===== src/rtl/pc_stack_unit.sv =====
// pc_stack_unit: program counter with RUN/HALT control and an optional LIFO return stack.
// Optional stack enabled by macro PC_STACK_UNIT_STACK_EN.  Rev 1.0
`default_nettype none

module pc_stack_unit #(
   parameter int WIDTH = 4,
   parameter int DEPTH = 4
) (
   input  logic             CLK,
   input  logic             RESET,
   input  logic             en,
   input  logic             load,
   input  logic [WIDTH-1:0] in,
   input  logic             call,
   input  logic             ret,
   input  logic             HLT,
   input  logic             OE,
   output logic [WIDTH-1:0] count,
   output logic [WIDTH-1:0] Bus_out,
   output logic             on,
   output logic             full,
   output logic             empty,
   output logic             err
);

   typedef enum logic {
      S_RUN  = 1'b0,
      S_HALT = 1'b1
   } state_t;

   state_t state;

   assign Bus_out = OE ? count : '0;

`ifdef PC_STACK_UNIT_STACK_EN
   // The pointer needs one extra value so that "DEPTH entries" is representable.
   localparam int SPW = $clog2(DEPTH + 1);
   localparam int AW  = (DEPTH > 1) ? $clog2(DEPTH) : 1;
   localparam logic [SPW-1:0] SP_LAST = SPW'(DEPTH - 1);
   localparam logic [SPW-1:0] SP_ONE  = SPW'(1);

   logic [WIDTH-1:0] stack_mem [DEPTH];
   logic [SPW-1:0]   sp;
   logic [AW-1:0]    push_idx;
   logic [AW-1:0]    top_idx;

   assign push_idx = AW'(sp);
   assign top_idx  = AW'(sp - SP_ONE);

   always_ff @(posedge CLK) begin
      if (RESET) begin
         state <= S_RUN;
         on    <= 1'b1;
         count <= '0;
         sp    <= '0;
         full  <= 1'b0;
         empty <= 1'b1;
         err   <= 1'b0;
      end else if (state == S_RUN) begin
         if (HLT) begin
            state <= S_HALT;
            on    <= 1'b0;
         end else if (ret) begin
            if (empty) begin
               err <= 1'b1;
            end else begin
               count <= stack_mem[top_idx];
               sp    <= sp - SP_ONE;
               full  <= 1'b0;
               empty <= (sp == SP_ONE);
            end
         end else if (call) begin
            if (full) begin
               err <= 1'b1;
            end else begin
               stack_mem[push_idx] <= count + WIDTH'(1);
               count <= in;
               sp    <= sp + SP_ONE;
               empty <= 1'b0;
               full  <= (sp == SP_LAST);
            end
         end else if (load) begin
            count <= in;
         end else if (en) begin
            count <= count + WIDTH'(1);
         end
      end
   end
`else
   logic unused_stack_ctrl;
   assign unused_stack_ctrl = call ^ ret;

   assign full  = 1'b0;
   assign empty = 1'b1;
   assign err   = 1'b0;

   always_ff @(posedge CLK) begin
      if (RESET) begin
         state <= S_RUN;
         on    <= 1'b1;
         count <= '0;
      end else if (state == S_RUN) begin
         if (HLT) begin
            state <= S_HALT;
            on    <= 1'b0;
         end else if (load) begin
            count <= in;
         end else if (en) begin
            count <= count + WIDTH'(1);
         end
      end
   end
`endif

endmodule

`default_nettype wire


===== config.mk =====
export PLATFORM = sky130hd
export DESIGN_NAME = pc_stack_unit
export DESIGN_NICKNAME = d
export VERILOG_FILES = /design/src/rtl/pc_stack_unit.sv
export SDC_FILE = /design/constraint.sdc
export NUM_CORES = 1
export LEC_CHECK = 0
export CAP_MARGIN = 20
export CELL_PAD_IN_SITES_DETAIL_PLACEMENT = 0
export CELL_PAD_IN_SITES_GLOBAL_PLACEMENT = 1
export CORE_UTILIZATION = 25
export DETAILED_ROUTE_END_ITERATION = 12
export GPL_TIMING_DRIVEN = 0
export PLACE_DENSITY_LB_ADDON = 0.1
export SLEW_MARGIN = 40
export SYNTH_ARGS = -nofsm -noshare
export SYNTH_HDL_FRONTEND = slang
export SYNTH_SLANG_ARGS = --single-unit

===== constraint.sdc =====
create_clock -name CLK -period 1.4 [get_ports CLK]
set_clock_uncertainty 0.2 [all_clocks]
set_input_delay 0.21 -clock CLK [delete_from_list [all_inputs] [get_ports CLK]]
set_output_delay 0.21 -clock CLK [all_outputs]
set_load 0.01 [all_outputs]

==> reports/results.tsv <==
stage	metric	value	unit
run_status	status	finished clean	
hold_path	min_from	HLT	
clock_network	clkTransAtPathRegs	0.05	ns
detailed_routing	drc	0	
worst_setup_path	reg2reg_depth	4	
yosys	synthesis.instances	45	
floorplanning	die_y	43.1	µm
power_and_ir_drop	p_int	0.000352	W
yosys	synthFlopType	dfxtp_1	
layout	fin_area	657	µm²
worst_setup_path	worstPathArrival	0.94	ns
global_route	grt_pass1_wl	1520	µm
yosys	ys_top_cells_by_area	dfxtp_1 (28%), and2_1 (7.4%), a2111oi_4 (6.5%)	
global_route	grt_usage	11.4	%
placement	preCtsSetupSlack	-0.379	ns
floorplanning	rows	14	
clock_network	cts_tree	done	
worst_setup_path	rr_startpoint	count[0]	
power_and_ir_drop	seqPwrFrac	39.6	%
sta	setup_viol	0	
floorplanning	start_util	27.4	%
placement	dp_hpwl	682	µm
detailed_routing	drtAntennaViolNets	0	
worst_setup_path	r2r_end	count[2]	
detailed_routing	vias	393	
hold_path	hold_path_class	in -> reg	
sta	worst_slack	0.0512	ns
yosys	synth_fa_ha_area_share	2.96	%
yosys	synth-seq-area-share	28.4	%
worst_setup_path	crit_path_end_kind	primary output	
sta	finalCritPeriodShare	96.3	%
placement	placed_area	627	µm²
layout	n_antenna_cell	0	
clock_network	insertion_delay	0.26	ns
clock_network	ctsHoldBuffers	0	
yosys	yosysWarnings	0	
detailed_routing	routed_wl	903	µm
sta	grt_setup_unrepaired	false	
yosys	synth_top_family_by_area	compound AO/OA/AOI/OAI gates	
worst_setup_path	required	0.99	ns
power_and_ir_drop	power_density	754	mW/mm²
detailed_routing	drt_iter0_drc	4	
clock_network	cts_root_buffer	clkbuf_4	
worst_setup_path	setup.worst_path.start_class	register	
global_route	antenna_found_initial	0	
layout	nNetsFinal	84	
global_route	grt_max_degree	9	
layout	drive_above_1_share	31.9	%
detailed_routing	viasPerCell	4.62	
power_and_ir_drop	ir_drop	0.000472	V
yosys	synthSimpleGateAreaFrac	25.1	%
yosys	synth_area	423	µm²
layout	area_growth	55.3	%
clock_network	cts.htree.levels	1	
detailed_routing	first_pass_iters	3	
global_route	grt_pass1_vias	360	
yosys	synth_xor_area_share	0	%
floorplanning	io_pins	24	
sta	timing.hold.ws	0.191	ns
sta	post-route-min-period	1.35	ns
job	drv_cap	0	
sta	totalNegativeSetupSlack	0	ns
worst_setup_path	crit_fanout	4	
hold_path	holdPathStages	3	
power_and_ir_drop	clkPwrFrac	35.3	%
yosys	async_flop_share	0	%
yosys	synth_edf_count	0	
power_and_ir_drop	leakagePower	0.298	nW
detailed_routing	post_drt_wl_per_cell	10.6	µm
worst_setup_path	r2r_slack	0.14	ns
power_and_ir_drop	p_switching	0.000144	W
placement	io_buffers	18	
yosys	synth_area_leader_cell	dfxtp_1	
sta	fmax	741	MHz
layout	final_util	42.6	%
worst_setup_path	path_class	reg -> out	
floorplanning	die_w	43.1	µm
hold_path	min_to	on	
power_and_ir_drop	power_frac_comb	25.1	%
clock_network	numCtsBuffers	3	
clock_network	clk_path_buf_depth	2	
yosys	ys_ff_latch	6	
yosys	synthTopCellsByCount	dfxtp_1 (6), and2_1 (5), buf_4 (3), nand2b_1 (3)	
yosys	muxShareOfSynthArea	2.37	%
yosys	ys_types	26	
sta	finalHoldViolations	0	
sta	slew_violations	0	
yosys	yosysMostFrequentCell	dfxtp_1	
floorplanning	dieArea	0.00186	mm²
power_and_ir_drop	switching_share	29.0	%
global_route	grt.overflow.total	0	
placement	gp_congestion	0.693	
yosys	netlist.area_leader.share	28.4	%
floorplanning	coreArea	0.00154	mm²
clock_network	cts.sinks	6	
yosys	post_synth.cell_area_avg	9.40	µm²
yosys	synth_compound_area_share	27.8	%
stage by stage:
stage	instances	power [W]
3_3_place_gp	80	0.000333
3_5_place_dp	80	0.000333
5_1_grt	85	0.000522
4_1_cts	84	0.000489
2_1_floorplan	46	0.000266
6_report	85	0.000495
how the worst max path moves through the flow:
stage                   from         end  slack (ns)  depth (start not counted)
floorplan           count[0]    count[3]        0.05                          3
global placement          OE  Bus_out[0]       -0.38                          3
detailed placement        OE  Bus_out[1]       -0.38                          3
CTS                 count[2]  Bus_out[2]       0.006                          2
global route        count[3]  Bus_out[3]        0.01                          2
finish              count[3]  Bus_out[3]        0.05                          2
registers in the layout, indices dropped and copies added (netlist names):
name / count
count: 4
on: 1
state: 1
power groups by stage:
stage	Clock, W	Combinational (W)	Sequential (W)
2_1_floorplan	0	0.0000634	0.000203
3_3_place_gp	0	0.000132	0.000201
3_5_place_dp	0	0.000132	0.000201
4_1_cts	0.000165	0.000126	0.000199
5_1_grt	0.000187	0.000137	0.000198
6_report	0.000175	0.000124	0.000196
area by class of cell:
class / count / area, µm²
Multi-Input combinational cell: 34 / 258
Inverter: 1 / 3.75
Clock buffer: 3 / 22.5
Fill cell: 156 / 885
Buffer: 5 / 45.0
Tap cell: 16 / 20.0
Sequential cell: 6 / 130
Timing Repair Buffer: 20 / 178
critical path, stage by stage (launching register included):
cell,delay (ns)
dfxtp_2,0.34
and2_1,0.12
clkdlybuf4s15_1,0.22
placed cells by master (no fill, tap or decap), types with 2 or more instances in the layout:
master / Yosys / final
a311oi_1: 2 / 2
clkdlybuf4s50_1: 0 / 6
dlymetal6s2s_1: 0 / 2
and2_1: 5 / 5
buf_4: 3 / 5
dlygate4sd2_1: 0 / 6
a21oi_1: 2 / 2
nor2_1: 2 / 2
buf_6: 2 / 2
dfxtp_4: 0 / 2
dfxtp_1: 6 / 2
nand2b_1: 3 / 3
dfxtp_2: 0 / 2
nand2_1: 2 / 2
clkbuf_4: 0 / 3
conb_1: 2 / 3
clkbuf_2: 0 / 2
what timing repair did:
item / 4_1_cts / 5_1_grt
setup endpoints to repair: 10 / 8
gates cloned: 0 / 0
gates resized for setup: 17 / 9
buffers inserted: 1 / 1
pin swaps: 2 / 3
cells by family (layout without fill, tap and decap cells):
| group | count (synthesis) | after routing |
|---|---|---|
| DFF | 6 | 6 |
| muxes | 1 | 1 |
| adders and majority gates | 1 | 1 |
| AOI/OAI and AO/OA | 12 | 12 |
| and+or+nand+nor | 17 | 17 |
| other | 2 | 3 |
| buffers and inverters | 6 | 29 |
metal layers:
layer / vias up / routed length [µm] / GRT usage, % / share of wire [%]
met5: - / 0 / 0 / 0
li1: 205 / - / - / -
met3: 5 / 89 / 3.83 / 9.9
met2: 19 / 391 / 17.9 / 43
met4: 0 / 32 / 10.9 / 3.5
met1: 164 / 389 / 11.4 / 43
Power figures use the tool's default switching activity.
